## src/rtl/logic_expr_pkg.sv

```systemverilog
// Shared definitions for the logic expression pipeline.
//   sel_t      : result select code driving the y multiplexer
//   WIDTH_DEF  : default operand/result width
//   CNT_W_DEF  : default width of the output transaction counter
package logic_expr_pkg;

  typedef enum logic [1:0] {
    SEL_S1  = 2'b00,
    SEL_S2  = 2'b01,
    SEL_S3  = 2'b10,
    SEL_XOR = 2'b11
  } sel_t;

  localparam int WIDTH_DEF = 8;
  localparam int CNT_W_DEF = 16;

endpackage : logic_expr_pkg

```

## src/rtl/logic_expr_core.sv

```systemverilog
// Purely combinational bitwise expression core.
// Ports:
//   a, b, c, d : operand vectors (WIDTH bits)
//   sel        : chooses which result drives y
//   s1, s2, s3 : bitwise expression results
//   y          : selected result (s1, s2, s3 or their XOR)
module logic_expr_core
  import logic_expr_pkg::*;
#(
  parameter int WIDTH = WIDTH_DEF
) (
  input  logic [WIDTH-1:0] a,
  input  logic [WIDTH-1:0] b,
  input  logic [WIDTH-1:0] c,
  input  logic [WIDTH-1:0] d,
  input  sel_t             sel,
  output logic [WIDTH-1:0] s1,
  output logic [WIDTH-1:0] s2,
  output logic [WIDTH-1:0] s3,
  output logic [WIDTH-1:0] y
);

  assign s1 = a & ~b;
  assign s2 = (a & b) | (c & d);
  assign s3 = (a & ~b) | ~(c & (a | d));

  always_comb begin
    y = s1;
    case (sel)
      SEL_S1:  y = s1;
      SEL_S2:  y = s2;
      SEL_S3:  y = s3;
      SEL_XOR: y = s1 ^ s2 ^ s3;
      default: y = s1;
    endcase
  end

endmodule : logic_expr_core

```

## src/rtl/logic_expr_pipe.sv

```systemverilog
// Two-stage valid/ready pipeline around logic_expr_core.
// Stage 1 captures s1..s3 and y; stage 2 holds that data plus the popcount
// of y. Each stage advances when it is empty or the stage after it drains.
// Ports:
//   clk, rst_n            : clock, synchronous active-low reset
//   in_valid / in_ready   : input handshake (in_ready is 0 during reset)
//   a, b, c, d, sel       : operands and result select
//   out_valid / out_ready : output handshake
//   s1, s2, s3, y, pop    : registered results, pop = ones count of y
//   txn_count             : number of completed output handshakes (wraps)
module logic_expr_pipe
  import logic_expr_pkg::*;
#(
  parameter int WIDTH = WIDTH_DEF,
  parameter int CNT_W = CNT_W_DEF,
  localparam int PW   = $clog2(WIDTH + 1)
) (
  input  logic             clk,
  input  logic             rst_n,
  input  logic             in_valid,
  output logic             in_ready,
  input  logic [WIDTH-1:0] a,
  input  logic [WIDTH-1:0] b,
  input  logic [WIDTH-1:0] c,
  input  logic [WIDTH-1:0] d,
  input  sel_t             sel,
  output logic             out_valid,
  input  logic             out_ready,
  output logic [WIDTH-1:0] s1,
  output logic [WIDTH-1:0] s2,
  output logic [WIDTH-1:0] s3,
  output logic [WIDTH-1:0] y,
  output logic [PW-1:0]    pop,
  output logic [CNT_W-1:0] txn_count
);

  logic [WIDTH-1:0] s1_d, s2_d, s3_d, y_d;
  logic [WIDTH-1:0] s1_1_q, s2_1_q, s3_1_q, y_1_q;
  logic [WIDTH-1:0] s1_2_q, s2_2_q, s3_2_q, y_2_q;
  logic [PW-1:0]    pop_d, pop_q;
  logic [CNT_W-1:0] txn_d, txn_q;
  logic             v1_q, v2_q;
  logic             adv1, adv2;

  logic_expr_core #(.WIDTH(WIDTH)) u_core (
    .a   (a),
    .b   (b),
    .c   (c),
    .d   (d),
    .sel (sel),
    .s1  (s1_d),
    .s2  (s2_d),
    .s3  (s3_d),
    .y   (y_d)
  );

  assign adv2     = !v2_q || out_ready;
  assign adv1     = !v1_q || adv2;
  // Gate with rst_n so nothing appears accepted while reset is held.
  assign in_ready = rst_n && adv1;

  always_comb begin
    pop_d = '0;
    for (int i = 0; i < WIDTH; i++) begin
      pop_d = pop_d + PW'(y_1_q[i]);
    end
  end

  assign txn_d = txn_q + CNT_W'(1);

  always_ff @(posedge clk) begin
    if (!rst_n) begin
      v1_q   <= 1'b0;
      v2_q   <= 1'b0;
      s1_1_q <= '0;
      s2_1_q <= '0;
      s3_1_q <= '0;
      y_1_q  <= '0;
      s1_2_q <= '0;
      s2_2_q <= '0;
      s3_2_q <= '0;
      y_2_q  <= '0;
      pop_q  <= '0;
      txn_q  <= '0;
    end else begin
      if (adv1) begin
        v1_q <= in_valid;
        // Data only loads on a real transfer; otherwise it simply holds.
        if (in_valid) begin
          s1_1_q <= s1_d;
          s2_1_q <= s2_d;
          s3_1_q <= s3_d;
          y_1_q  <= y_d;
        end
      end
      if (adv2) begin
        v2_q <= v1_q;
        if (v1_q) begin
          s1_2_q <= s1_1_q;
          s2_2_q <= s2_1_q;
          s3_2_q <= s3_1_q;
          y_2_q  <= y_1_q;
          pop_q  <= pop_d;
        end
      end
      if (v2_q && out_ready) begin
        txn_q <= txn_d;
      end
    end
  end

  assign out_valid = v2_q;
  assign s1        = s1_2_q;
  assign s2        = s2_2_q;
  assign s3        = s3_2_q;
  assign y         = y_2_q;
  assign pop       = pop_q;
  assign txn_count = txn_q;

endmodule : logic_expr_pipe

```

## config.mk

```make
export PLATFORM = sky130hd
export DESIGN_NAME = logic_expr_pipe
export DESIGN_NICKNAME = d
export VERILOG_FILES = /design/src/rtl/logic_expr_pkg.sv /design/src/rtl/logic_expr_core.sv /design/src/rtl/logic_expr_pipe.sv
export SDC_FILE = /design/constraint.sdc
export NUM_CORES = 1
export LEC_CHECK = 0
export BUFFER_PORTS_ARGS = -buffer_cell sky130_fd_sc_hd__buf_4
export CAP_MARGIN = 20
export CORE_MARGIN = 10
export CORE_UTILIZATION = 48
export CTS_CLUSTER_DIAMETER = 150
export CTS_CLUSTER_SIZE = 28
export DETAILED_ROUTE_END_ITERATION = 6
export PLACE_DENSITY = 0.73
export SYNTH_ARGS = -nofsm -noshare
export SYNTH_HDL_FRONTEND = slang
export SYNTH_SLANG_ARGS = --single-unit
```

## constraint.sdc

```tcl
create_clock -name clk -period 3.3 [get_ports clk]
set_input_delay 0.495 -clock clk [delete_from_list [all_inputs] [get_ports clk]]
set_output_delay 0.495 -clock clk [all_outputs]
set_load 0.02 [all_outputs]
```

==> results.json, run 1 <==
{
  "status": "finished clean",
  "area_delta_synth_final_pct": 23.98,
  "post-cts-setup-buffers": 0,
  "multi_input_area_um2": 1923,
  "drc": 0,
  "htreeDepth": 3,
  "ir_drop_v": 0.0001971,
  "hold_viol": 0,
  "firstDrtPassIters": 4,
  "num_vias": 3533,
  "syn_area_per_cell_um2": 8.101,
  "grt_pass1_wl_um": 16060,
  "dieHeight_um": 109.4,
  "syn_area_um2": 3840,
  "finClkSkew_ps": 9.370,
  "crit_type": "reg2reg",
  "clkTransAtPathRegs_ps": 80,
  "max_slew_margin_pct": 71.58,
  "m1WireLength_um": 4347,
  "hpwl_um": 7476,
  "rsz0062_at_grt": "false",
  "wl_met2_um": 4543,
  "p_per_area_nw_per_um2": 451.8,
  "synthArstFlopShare_pct": 0,
  "design.portCount": 92,
  "dp.cells": 644,
  "gp_congestion": 0.8266,
  "yosysTopAreaCellShare_pct": 44.84,
  "cp.required_ps": 3580,
  "fin_ws_ps": 422.5,
  "r2r_start": "y_1_q[0]",
  "met3_wirelength_um": 680,
  "io_buffer_count": 91,
  "synth.distinct_cells": 43,
  "worst_slew_pin_slew_ps": 425.2,
  "start_util_pct": 49.44,
  "die_w_um": 109.4,
  "antenna_left": 0,
  "synth_nets": 520,
  "intPower_mw": 1.583,
  "synth_compound_area_share_pct": 17.76,
  "nFillCells": 741,
  "startpoint": "y_1_q[0]",
  "synth-seq-cells": 86,
  "drt-total-wl_um": 9856,
  "max_cap_viol_count": 0,
  "regArea_um2": 1722,
  "arrival_ps": 3160,
  "wire_per_inst_um": 14.96,
  "end_kind": "flip-flop",
  "synth_edf_count": 0,
  "dpl_worst_slack_ps": 429.4,
  "p_sw_mw": 0.5679,
  "synth_most_common_cell": "nand2_1",
  "slew_viol_final": 0,
  "hold_ws_ps": 358.7,
  "layout-drive-gt1-share_pct": 22.80,
  "leakagePower_nw": 1.921,
  "core_um2": 7767,
  "clockRootBuffer": "clkbuf_8",
  "die-area_um2": 11980,
  "place_area_um2": 4572,
  "antenna_found_initial": 0,
  "synth.area.mux_share_pct": 2.053,
  "finalNetCount": 599,
  "vias_per_cell": 5.361,
  "clk_latency_ps": 350,
  "synth-adder-area-share_pct": 3.389,
  "drt-initial-drc-count": 126,
  "min_period_ps": 2877,
  "cts_resized": 0,
  "synth_xor_xnor_area_share_pct": 2.965,
  "power.share.clock_pct": 33.4,
  "synthTopCellsByArea": "dfxtp_1 (45%), nand2_1 (10%), a21oi_1 (7.4%), nor2_1 (3.6%), a221oi_1 (3.2%)",
  "period_share_pct": 87.20,
  "fmax_mhz": 347.5,
  "seq_power_share_pct": 51.6,
  "ys_warn_count": 0,
  "pwr-share-comb_pct": 15.0,
  "routed.top_layer": "met4",
  "cts_hold_buffers": 0,
  "synth-main-ff-cell": "dfxtp_1",
  "synthTopCellsByCount": "nand2_1 (106), dfxtp_1 (86), a21oi_1 (57)",
  "num_rows": 32,
  "grt-ovfl-total": 0,
  "grt_start_max_net_pins": 37,
  "fin_cells": 659,
  "design_area_um2": 4761,
  "num_antenna_cells": 0,
  "setup_viol": 0,
  "syn-instance-count": 474,
  "hp-class": "in2reg",
  "crit_path_start_kind": "flip-flop",
  "ys_seq_area_share_pct": 44.84,
  "track_usage_pct": 16.53,
  "synth_top_family_by_area": "simple AND/OR/NAND/NOR gates",
  "numCtsBuffers": 9,
  "grt_pass1_vias": 3340,
  "critPathMaxFanout": 3,
  "cts.sink_count": 86,
  "cts_tree": "yes",
  "clk_path_buf_depth": 2,
  "min_from": "c[7]",
  "yosysTopAreaCell": "dfxtp_1",
  "fin_tns_setup_ps": 0,
  "synthSimpleGateAreaFrac_pct": 23.92,
  "switching_share_pct": 26.40
}
[kinds of logic after synthesis]
group	count (synthesis)
AO/OA/AOI/OAI	107
multiplexers	7
flip-flops	86
adder cells (fa/ha/maj)	8
AND/OR/NAND/NOR	205
buffers and inverters	48
XOR/XNOR	13
[flip-flops by register name, indices dropped and copies added (netlist names), 8 cells and up]
| name | cells |
|---|---|
| s2 | 8 |
| y | 8 |
| s3 | 8 |
| y_1_q | 8 |
| s1_1_q | 8 |
| s1 | 8 |
| s2_1_q | 8 |
| s3_1_q | 8 |
| txn_count | 16 |
[worst max-delay path, cell delays in order, from the launching register on]
cell and delay [ps]:
dfxtp_1 340, fa_1 530, inv_1 50, fa_1 490
fa_1 410, inv_1 70, ha_1 160, inv_1 60
fa_1 370, xnor2_1 140, nand2_1 70, a21oi_1 140
[power by group through the flow]
stage / Combinational [mW] / Clock (mW) / Sequential (mW)
floorplan: 0.185 / 0 / 1.15
global placement: 0.316 / 0 / 1.13
detailed placement: 0.326 / 0 / 1.14
CTS: 0.326 / 0.729 / 1.11
global route: 0.362 / 0.778 / 1.12
finish: 0.322 / 0.718 / 1.11
[layout make-up]
type,count,area share (%)
well taps,102,2.681
repair buffers,97,15.30
clock inverters,4,0.9987
flip-flops and latches,86,36.16
clock buffers,11,2.970
inverters,19,1.498
multi-input cells,340,40.39
[layer usage]
metal  up-vias  global-route usage, %
met5         -                      0
met4         0                  8.178
met3        20                  3.862
met2        97                  26.49
met1      1627                  20.46
li1       1789                      -
[worst paths after layout]
path,to,slack (ps),depth (start not counted)
max reg2reg,pop[2],420,11
max,pop[2],420,11
min reg2reg,s3[1],450,2
min,s3_1_q[7],360,2
[through the flow]
stage	util (%)	power (mW)
2_1_floorplan	-	1.332
3_3_place_gp	58.86	1.449
3_5_place_dp	58.86	1.461
4_1_cts	61.29	2.166
5_1_grt	61.29	2.257
6_report	61.29	2.151
[cells in the final DEF (no fill, tap or decap), drive strengths merged, types with 3 or more instances in the layout]
cell type and instances:
nand2 106, buf 97, dfxtp 86, a21oi 57, nor2 37, inv 19, nor3 16, a221oi 14
nand3 11, clkbuf 11, nand2b 9, xnor2 8, o21ai 8, mux2 7, o211ai 7, a32o 7
nand4 6, xor2 5, or2 5, nor4 4, fa 4, ha 4, and2 3, a311oi 3
(Power assumes the default switching activity.)
==> inputs of run 2 (changes only) <==
--- a/config.mk
+++ b/config.mk
@@ -12,7 +12,7 @@
 export CTS_CLUSTER_DIAMETER = 150
 export CTS_CLUSTER_SIZE = 28
 export DETAILED_ROUTE_END_ITERATION = 6
-export PLACE_DENSITY = 0.73
+export PLACE_DENSITY_LB_ADDON = 0.3
 export SYNTH_ARGS = -nofsm -noshare
 export SYNTH_HDL_FRONTEND = slang
 export SYNTH_SLANG_ARGS = --single-unit
==> results.json, run 2 (synthesis gave the netlist of run 1 again) <==
{
  "nFillCells": 749,
  "antenna_found_initial": 0,
  "clockRootBuffer": "clkbuf_8",
  "fmax_mhz": 344.9,
  "met3_usage_pct": 4.857,
  "antenna_left": 0,
  "cpMaxStageDelayCell": "fa_1",
  "die_w_um": 109.4,
  "fin_tns_setup_ps": 0,
  "track_usage_pct": 16.84,
  "clk_path_buf_depth": 2,
  "cts_resized": 0,
  "status": "finished clean",
  "crit_chain": "fa_1, inv_1, fa_1, fa_1, inv_1, ha_1, inv_1, fa_1, xnor2_1, nand2_1, a21oi_1",
  "min_period_ps": 2899,
  "grt.busiest_layer": "met2",
  "layout-drive-gt1-share_pct": 23.21,
  "post-cts-setup-buffers": 0,
  "total_power_mw": 2.338,
  "fin_cells": 662,
  "r2r_cells": 11,
  "clk_latency_ps": 350,
  "holdPathEnd": "s3_1_q[7]",
  "drt-initial-drc-count": 147,
  "finClkSkew_ps": 7.726,
  "dieHeight_um": 109.4,
  "hold_viol": 0,
  "grt_pass1_wl_um": 16400,
  "ir_drop_v": 0.0002212,
  "htreeDepth": 3,
  "cp.required_ps": 3590,
  "gp_congestion": 0.8453,
  "hpwl_um": 7535,
  "final_common_cell": "nand2_1",
  "mostFrequentLayoutCells": "nand2_1 (106), buf_4 (99), dfxtp_1 (86)",
  "slew_viol_final": 0,
  "max_slew_margin_pct": 40.16,
  "grt_pass1_vias": 3568,
  "finalNetCount": 601,
  "rsz0062_at_grt": "false",
  "setup_viol": 0,
  "min_from": "c[7]",
  "cts.sink_count": 86,
  "start_util_pct": 49.44,
  "firstDrtPassIters": 5,
  "core_um2": 7767,
  "drt-total-wl_um": 10090,
  "worst_slew_pin_slew_ps": 897.6,
  "period_share_pct": 87.86,
  "leakagePower_nw": 1.956,
  "largest_register_ffs": 16,
  "cts_hold_buffers": 0,
  "num_antenna_cells": 0,
  "wire_per_inst_um": 15.24,
  "num_rows": 32,
  "timing.critical_path.mode_cell": "fa_1",
  "r2r_start": "y_1_q[0]",
  "slowest_delay_ps": 540,
  "multi_input_area_um2": 1923,
  "area_delta_synth_final_pct": 25.90,
  "numCtsBuffers": 9,
  "end_kind": "flip-flop",
  "regArea_um2": 1722,
  "io_buffer_count": 91,
  "dp.cells": 646,
  "r2r_slack_ps": 400,
  "grt_start_max_net_pins": 36,
  "die-area_um2": 11980,
  "drc": 0,
  "vias_per_cell": 5.461,
  "met1_usage_pct": 19.72,
  "crit_type": "reg2reg",
  "clkTransAtPathRegs_ps": 80,
  "p_per_area_nw_per_um2": 483.7,
  "whs_path_depth": 2,
  "design.portCount": 92,
  "grt_use_met2_pct": 28.66,
  "critPathMaxFanout": 3,
  "arrival_ps": 3190,
  "max_cap_viol_count": 0,
  "hp-class": "in2reg",
  "crit_path_start_kind": "flip-flop",
  "grt-ovfl-total": 0,
  "cts_tree": "yes",
  "num_vias": 3615,
  "reg2reg_to": "pop[2]"
}
-- run 2: cell count changes in the layout (fill, tap and decap cells not counted) --
| cell | previous run | this run |
|---|---|---|
| buf_4 | 97 | 99 |
| bufinv_16 | 1 | 3 |
| clkinv_2 | 2 | 0 |
| clkinv_4 | 0 | 1 |
-- run 2: worst max-delay path, delay by kind of cell (launching register included) --
family / cells / cell delay (ps)
flops: 1 / 350
fa+ha+maj: 5 / 1970
compound gates: 1 / 140
simple gates: 1 / 60
buf+inv: 3 / 180
xor+xnor: 1 / 140
-- run 2: cell type report --
cell class                      count  area share [%]
Clock buffer                       11           2.924
Clock inverter                      5           2.200
Inverter                           19           1.475
Multi-Input combinational cell    340           39.78
Sequential cell                    86           35.61
Tap cell                          102           2.640
Timing Repair Buffer               99           15.37
-- run 2: through the flow --
step,util (%),hold slack [ps],setup WS (ps),cell area (um2)
global placement,59.05,443.9,488.1,4587
finish,62.24,350.6,400.6,4835
CTS,62.24,342.3,400.2,4835
detailed placement,59.05,446.5,413.4,4587
floorplan,-,431.9,542.2,3840
global route,62.24,349.0,206.0,4835
-- run 2: worst max path at each step --
stage | from | cells after the start | to | slack, ps
final | y_1_q[0] | 11 | pop[2] | 400
after global routing | y_1_q[0] | 11 | pop[2] | 210
after CTS | y_1_q[0] | 11 | pop[2] | 400
after detailed placement | y_1_q[0] | 11 | pop[2] | 410
after global placement | y_1_q[0] | 11 | pop[2] | 490
after floorplan | y_1_q[0] | 11 | pop[2] | 540
-- run 2: per-layer routing --
metal | routed length [um] | share of wire, % | vias up
li1 | - | - | 1795
met1 | 4342 | 43 | 1683
met2 | 4782 | 47 | 116
met3 | 728 | 7.2 | 21
met4 | 234 | 2.3 | 0
met5 | 0 | 0 | -
-- run 2: where the power goes --
group / leakage (nW) / switching, mW / internal (mW)
Combinational: 1.13 / 0.189 / 0.141
Sequential: 0.702 / 0.0292 / 1.08
Clock: 0.120 / 0.372 / 0.525
Total: 1.96 / 0.591 / 1.75
